File: src/rtl/led_pattern_player.sv
// LED blink sequencer: double-buffered pattern, played LSB-first, one bit per TICK_DIV clocks.
// Define LED_PWM_EN to add the DUTY port and a brightness PWM gate on LED_OUT.
module led_pattern_player #(
  parameter int TICK_DIV = 2097152,
  parameter int PAT_W    = 32
`ifdef LED_PWM_EN
  ,
  parameter int PWM_W    = 4
`endif
) (
  input  logic             CLK,
  input  logic             RST,
  input  logic [PAT_W-1:0] PAT_DATA,
  input  logic [5:0]       PAT_LEN,
  input  logic             PAT_VALID,
  output logic             PAT_READY,
  input  logic             LOOP,
`ifdef LED_PWM_EN
  input  logic [PWM_W-1:0] DUTY,
`endif
  output logic             LED_OUT,
  output logic             BUSY,
  output logic             DONE
);

  localparam int CNT_W = $clog2(TICK_DIV);
  localparam int IDX_W = $clog2(PAT_W);
  localparam logic [CNT_W-1:0] CNT_LAST = CNT_W'(TICK_DIV - 1);
  localparam logic [5:0]       LEN_MAX  = 6'(PAT_W);
  localparam logic [IDX_W-1:0] IDX_MAX  = IDX_W'(PAT_W - 1);

  typedef enum logic {
    ST_IDLE,
    ST_PLAY
  } state_t;

  state_t state_q, state_d;

  logic [PAT_W-1:0] shadow_data_q, shadow_data_d;
  logic [IDX_W-1:0] shadow_last_q, shadow_last_d;
  logic             shadow_full_q, shadow_full_d;
  logic [PAT_W-1:0] active_data_q, active_data_d;
  logic [IDX_W-1:0] active_last_q, active_last_d;
  logic [IDX_W-1:0] index_q, index_d;
  logic [CNT_W-1:0] presc_q, presc_d;
  logic             led_q, led_d;
  logic             busy_q, busy_d;
  logic             done_q, done_d;
  logic             ready_q, ready_d;

  logic             tick;
  logic             last_bit;
  logic             accept;
  logic             pattern_end;
  logic             load_active;
  logic [IDX_W-1:0] len_last;
  logic             pwm_on;

  assign tick        = (presc_q == CNT_LAST);
  assign last_bit    = (index_q == active_last_q);
  assign accept      = PAT_VALID && ready_q;
  assign pattern_end = (state_q == ST_PLAY) && tick && last_bit;
  assign load_active = ((state_q == ST_IDLE) || pattern_end) && shadow_full_q;

  // Lengths are stored as the index of the last bit; 0 or oversize means full width.
  always_comb begin
    if ((PAT_LEN == 6'd0) || (PAT_LEN > LEN_MAX)) begin
      len_last = IDX_MAX;
    end else begin
      len_last = IDX_W'(PAT_LEN - 6'd1);
    end
  end

`ifdef LED_PWM_EN
  logic [PWM_W-1:0] pwm_q, pwm_d;

  assign pwm_d  = pwm_q + 1'b1;
  assign pwm_on = (pwm_q < DUTY);

  always_ff @(posedge CLK) begin
    if (RST) begin
      pwm_q <= '0;
    end else begin
      pwm_q <= pwm_d;
    end
  end
`else
  assign pwm_on = 1'b1;
`endif

  // State register
  always_ff @(posedge CLK) begin
    if (RST) begin
      state_q <= ST_IDLE;
    end else begin
      state_q <= state_d;
    end
  end

  // Next-state logic: a queued pattern always wins over looping or stopping.
  always_comb begin
    state_d = state_q;
    case (state_q)
      ST_IDLE: begin
        if (shadow_full_q) begin
          state_d = ST_PLAY;
        end
      end
      ST_PLAY: begin
        if (pattern_end && !shadow_full_q && !LOOP) begin
          state_d = ST_IDLE;
        end
      end
      default: state_d = ST_IDLE;
    endcase
  end

  // Buffer and bit-timing datapath
  always_comb begin
    shadow_data_d = shadow_data_q;
    shadow_last_d = shadow_last_q;
    shadow_full_d = shadow_full_q;
    active_data_d = active_data_q;
    active_last_d = active_last_q;
    index_d       = index_q;
    presc_d       = presc_q;

    if (accept) begin
      shadow_data_d = PAT_DATA;
      shadow_last_d = len_last;
      shadow_full_d = 1'b1;
    end

    if (load_active) begin
      active_data_d = shadow_data_q;
      active_last_d = shadow_last_q;
      shadow_full_d = 1'b0;
      index_d       = '0;
      presc_d       = '0;
    end else if (state_q == ST_PLAY) begin
      if (tick) begin
        presc_d = '0;
        index_d = last_bit ? '0 : index_q + 1'b1;
      end else begin
        presc_d = presc_q + 1'b1;
      end
    end
  end

  // Output logic: all outputs trail the FSM by one register so DONE, BUSY and
  // LED_OUT change on the same edge as the last bit finishes.
  always_comb begin
    led_d   = (state_q == ST_PLAY) && active_data_q[index_q] && pwm_on;
    busy_d  = (state_q == ST_PLAY);
    done_d  = (state_q == ST_IDLE) && busy_q;
    ready_d = !shadow_full_d;
  end

  always_ff @(posedge CLK) begin
    if (RST) begin
      shadow_data_q <= '0;
      shadow_last_q <= '0;
      shadow_full_q <= 1'b0;
      active_data_q <= '0;
      active_last_q <= '0;
      index_q       <= '0;
      presc_q       <= '0;
      led_q         <= 1'b0;
      busy_q        <= 1'b0;
      done_q        <= 1'b0;
      ready_q       <= 1'b0;
    end else begin
      shadow_data_q <= shadow_data_d;
      shadow_last_q <= shadow_last_d;
      shadow_full_q <= shadow_full_d;
      active_data_q <= active_data_d;
      active_last_q <= active_last_d;
      index_q       <= index_d;
      presc_q       <= presc_d;
      led_q         <= led_d;
      busy_q        <= busy_d;
      done_q        <= done_d;
      ready_q       <= ready_d;
    end
  end

  assign PAT_READY = ready_q;
  assign LED_OUT   = led_q;
  assign BUSY      = busy_q;
  assign DONE      = done_q;

endmodule

File: config.mk
export PLATFORM = sky130hd
export DESIGN_NAME = led_pattern_player
export DESIGN_NICKNAME = d
export VERILOG_FILES = /design/src/rtl/led_pattern_player.sv
export SDC_FILE = /design/constraint.sdc
export NUM_CORES = 1
export LEC_CHECK = 0
export ABC_AREA = 1
export BUFFER_PORTS_ARGS = -buffer_cell sky130_fd_sc_hd__buf_2
export CAP_MARGIN = 20
export CORE_MARGIN = 3
export CORE_UTILIZATION = 50
export CTS_BUF_LIST = sky130_fd_sc_hd__clkbuf_8
export CTS_CLUSTER_SIZE = 12
export DETAILED_ROUTE_END_ITERATION = 10
export GPL_TIMING_DRIVEN = 0
export PLACE_DENSITY = 0.72
export SKIP_CTS_REPAIR_TIMING = 1
export SYNTH_ARGS = -nofsm -noshare
export SYNTH_HDL_FRONTEND = slang
export SYNTH_SLANG_ARGS = --single-unit
export TNS_END_PERCENT = 30
File: constraint.sdc
create_clock -name CLK -period 1.8 [get_ports CLK]
set_clock_uncertainty 0.1 [all_clocks]
set_input_delay 0.36 -clock CLK [delete_from_list [all_inputs] [get_ports CLK]]
set_output_delay 0.36 -clock CLK [all_outputs]
set_load 0.1 [all_outputs]
# After elaboration in Yosys (flattened, before gate mapping)

Cells that the tools add are included.
W data, S select, Z words.

Shifts and indexed selects: 0
Equal/unequal tests: 2
Order comparisons: 2
Bitwise gates (word level): 1
Div/mod/pow operators: 0
Add/sub/neg operators: 3
$mul: 0
Muxes and demuxes: 10
Reduce and logical (&&, ||, !) cells: 16

Operators with widths:

| kind                    | count |
|---|---|
| $add A21 B1 Y21 const B | 1 |
| $eq A21 B21 Y1 const B  | 1 |
| $mux W21                | 1 |
| $mux W5                 | 2 |
| $logic_and A1 B1 Y1     | 8 |
| $gt A6 B6 Y1 const B    | 1 |
| $logic_not A6 Y1        | 1 |
| $lt A5 B6 Y1 const B    | 1 |
| $add A5 B1 Y5 const B   | 1 |
| $bmux W1 S5             | 1 |
| $eq A5 B5 Y1            | 1 |
| $mux W1                 | 5 |
| $sub A5 B1 Y5 const B   | 1 |
| $logic_not A1 Y1        | 3 |
| $logic_or A1 B1 Y1      | 2 |
| $pmux W1 S2             | 1 |
| $reduce_and A2 Y1       | 1 |
| $reduce_or A2 Y1        | 1 |
| $not A1 Y1              | 1 |

Flip-flop bits (word level): 106
Output and inout port bits: 4
Memories: 0
Logic and storage cells: 46
Bits in latches: 0
Input bits: 42
Bits in writable memories: 0
ROM bits: 0

# Logic depth before layout (Yosys ltp)

Depth after elaboration: 7
Mapped depth: 14
Gate-level depth less buffers: 12

# Worst setup path after synthesis

Ideal clock, no wire load.

Path type: reg2reg
Start: reg ready_q (netlist: PAT_READY)
End: reg shadow_data_q[10]
Period minus slack after synthesis: 1.920 ns
Arrival: 1.692 ns
Path buffers: 2
Library setup time: 0.128 ns
Stages on the path, launching flop included: 6
Slack: -0.120 ns
Required time: 1.572 ns
Path through: dfxtp_1 > nand2_1 > clkbuf_1 > clkbuf_1 > o21ai_0 > a21oi_1

Longest elaborated chain between the ends: 1

RTL lines:

| element                | RTL line | RTL |
|---|---|---|
| start, declared        | 49       | `logic ready_q, ready_d;` |
| start signal, assigned | 183      | `ready_q <= ready_d;` |
| $logic_and A1 B1 Y1    | 61       | `assign accept = PAT_VALID && ready_q;` |
| end signal, assigned   | 173      | `shadow_data_q <= shadow_data_d;` |
| end, declared          | 39       | `logic [PAT_W-1:0] shadow_data_q, shadow_data_d;` |

Every way passes these cells.
A chain may end at the register's enable or synchronous reset.

# Worst setup path in the final report

Start: reg presc_q[0]
End: reg active_data_q[11]

Longest elaborated chain between the ends: 5

RTL lines:

| element                           | RTL line | RTL |
|---|---|---|
| start, declared                   | 45       | `logic [CNT_W-1:0] presc_q, presc_d;` |
| start signal, assigned            | 179      | `presc_q <= presc_d;` |
| $eq A21 B21 Y1                    | 59       | `assign tick = (presc_q == CNT_LAST);` |
| $logic_and A1 B1 Y1 (2 in series) | 62       | `assign pattern_end = (state_q == ST_PLAY) && tick && last_bit;` |
| $logic_or A1 B1 Y1                | 63       | `assign load_active = ((state_q == ST_IDLE) \|\| pattern_end) && shadow_full_q;` |
| $logic_and A1 B1 Y1               | 63       |  |
| end signal, assigned              | 176      | `active_data_q <= active_data_d;` |
| end, declared                     | 42       | `logic [PAT_W-1:0] active_data_q, active_data_d;` |

Every way passes these cells.

==> impl_metrics.toml <==
[global_route]
grt_start_max_net_pins = 19
grt_overflow = 0
grt_pass1_vias = 4112
antenna_found_initial = 0
grt_usage_pct = 20.6
grt_pass1_wl_um = 18500

[hold_path]
min_path_type = "in2reg"

[synth]
synth_area_leader_cell = "dfxtp_1"
synth_cell_types = 30
synth.area.top_cells = "dfxtp_1 45%, a21oi_1 8.2%, nor2_1 8.0%"
async_flop_share_pct = 0
synth_ff_type = "dfxtp_1"
yosysMostFrequentCell = "dfxtp_1"
postSynthAreaPerCell_sq_um = 7.13
synth_cells = 668
yosys-top-cells-count = "106 x dfxtp_1, 101 x nor2_1, 92 x nand2_1, 78 x a21oi_1, 74 x inv_1"
syn-num-nets = 713
synth_edf_count = 0
ys_warn_count = 0
yosysSeqAreaShare_pct = 44.5
ys_ff_latch = 106
yosysTopAreaCellShare_pct = 44.5
synth_area_sq_mm = 0.00476

[critical_path]
critPathKind = "reg2reg"
arrival_ns = 2.11
cp-end-kind = "flip-flop"
startpoint_type = "flip-flop"
worstPathRequired_ns = 1.97
crit_path_max_fanout = 8

[cts]
cts_tree = "yes"
h-tree-depth = 3
numCtsBuffers = 9
clockBufferDepth = 2
path_clk_slew_ns = 0.10
clock_sinks = 106
insertion_delay_ns = 0.36
cts_root_buf = "clkbuf_8"

[sta]
rsz0062_at_grt = "true"
fin_ws_ns = -0.142
worstMarginPinSlew_ns = 0.627
period_minus_slack_ns = 1.94
drv_slew = 0
hold_slack_ns = 0.0991
final.period_utilization_pct = 108
finalHoldViolCount = 0
setup_viol = 59
relSlewSlack_pct = 58.2
fmax_mhz = 515

[detailed_routing]
vias = 4461
vias_per_cell = 5.13
final_antenna_net_count = 0
drc = 0
drtIter0Drc = 202
routed_wirelength_um = 11300
wire_per_inst_um = 13.0
first_pass_iters = 6

[floorplan]
num_rows = 34
die_area_sq_mm = 0.0107
die_height_um = 104
core-area_sq_mm = 0.00898
initial_core_util_pct = 53.1
io_pins = 46
die_w_um = 104

[finish]
drive_gt1_share_pct = 17.6
nFillCells = 824
syn_to_final_growth_pct = 17.7
multi_input_area_sq_mm = 0.00224
regArea_sq_mm = 0.00214
nets = 783
stdcell_area_sq_mm = 0.00561
n_antenna_cell = 0

[placed_design]
place_area_sq_mm = 0.00515
dp_hpwl_um = 8090
place_congestion = 0.867
io_buffer_count = 45

[flow_run]
drv_cap = 0

[status]
violations = "negative setup slack"
status = "finished with violations"

[power]
p_total_mw = 4.72
pwr_density_cell_mw_per_mm2 = 842
irDropWorstVdd_mv = 0.526
p_leak_nw = 2.33
==> cell usage in the layout, fill, tap and decap left out, types with 6 or more instances in the layout <==
cell type | synthesis | layout
inv_1 | 74 | 75
nand2_1 | 92 | 89
dfxtp_2 | 0 | 8
a21oi_1 | 78 | 78
nor2_1 | 101 | 98
buf_4 | 1 | 13
nand2_2 | 6 | 6
xor2_1 | 12 | 12
o21ai_0 | 59 | 59
xnor2_1 | 7 | 7
nand3_1 | 60 | 53
nand3_2 | 0 | 7
dfxtp_1 | 106 | 97
clkbuf_8 | 0 | 9
clkbuf_1 | 19 | 14
buf_2 | 7 | 51
==> final cells by class <==
cell class              instances  share of cell area, %
repair buffers                 59                   6.58
inverters                      77                   5.22
well taps                     126                   2.81
clock buffers                   9                   2.21
plain buffers                  38                   4.28
flip-flops and latches        106                   38.1
clock inverters                 7                  0.937
multi-input cells             447                   39.9
==> cell families (layout without fill, tap and decap cells) <==
kind of cell | count (synthesis) | in the layout | synth area share [%]
AOI/OAI and AO/OA | 150 | 150 | 16.3
xor gates and xnor gates | 19 | 19 | 3.49
adders and majority gates | 3 | 3 | 0.788
buffers and inverters | 115 | 190 | 10.3
DFF | 106 | 106 | 44.5
and+or+nand+nor | 275 | 275 | 24.6
==> sequential cells by signal, indices dropped and copies added (netlist names) <==
signal	flops
BUSY	1
DONE	1
busy_d	1
shadow_full_q	1
index_q	5
active_last_q	5
shadow_last_q	5
presc_q	21
shadow_data_q	32
active_data_q	32
PAT_READY	1
LED_OUT	1
==> worst max-delay path, cell delays in order, from the launching register on <==
cell	delay, ns
dfxtp_4	0.37
ha_4	0.14
nand2_4	0.06
inv_2	0.06
nand2_2	0.06
nor2_4	0.13
nand2_4	0.07
nor2_4	0.16
nand2_2	0.10
nand2_4	0.10
buf_12	0.15
clkbuf_16	0.15
nand3_2	0.08
nand2_1	0.09
nor2_1	0.04
==> routing by layer <==
layer	GRT usage [%]	vias up	share of wire, %
met4	7.98	0	2.1
met3	3.73	20	3.3
met2	36.2	96	50
met5	0	-	0
met1	25.0	2050	45
li1	-	2295	-
==> final timing paths <==
check	start	end	slack (ns)	cells past startpoint
hold / removal	RST	busy_d	0.1	2
setup / recovery	presc_q[0]	active_data_q[11]	-0.14	14
setup reg to reg	presc_q[0]	active_data_q[11]	-0.14	14
hold reg to reg	BUSY	DONE	0.36	2
==> per-stage QoR <==
step	utilization (%)	TNS (ns)	worst slack (ns)	cells
6_report	62.5	-3.98	-0.142	869
5_1_grt	62.5	-10.55	-0.243	869
4_1_cts	59.3	-12.86	-0.287	855
3_5_place_dp	57.4	-15.63	-0.277	839
3_3_place_gp	57.4	-14.87	-0.296	839
2_1_floorplan	-	-0.0437	-0.00218	668
==> power by group <==
part	switching, mW	internal, mW	total, mW
combinational	0.479	0.322	0.801
sequential	0.0741	2.50	2.57
clock	0.838	0.511	1.35
Power figures use the tool's default switching activity.
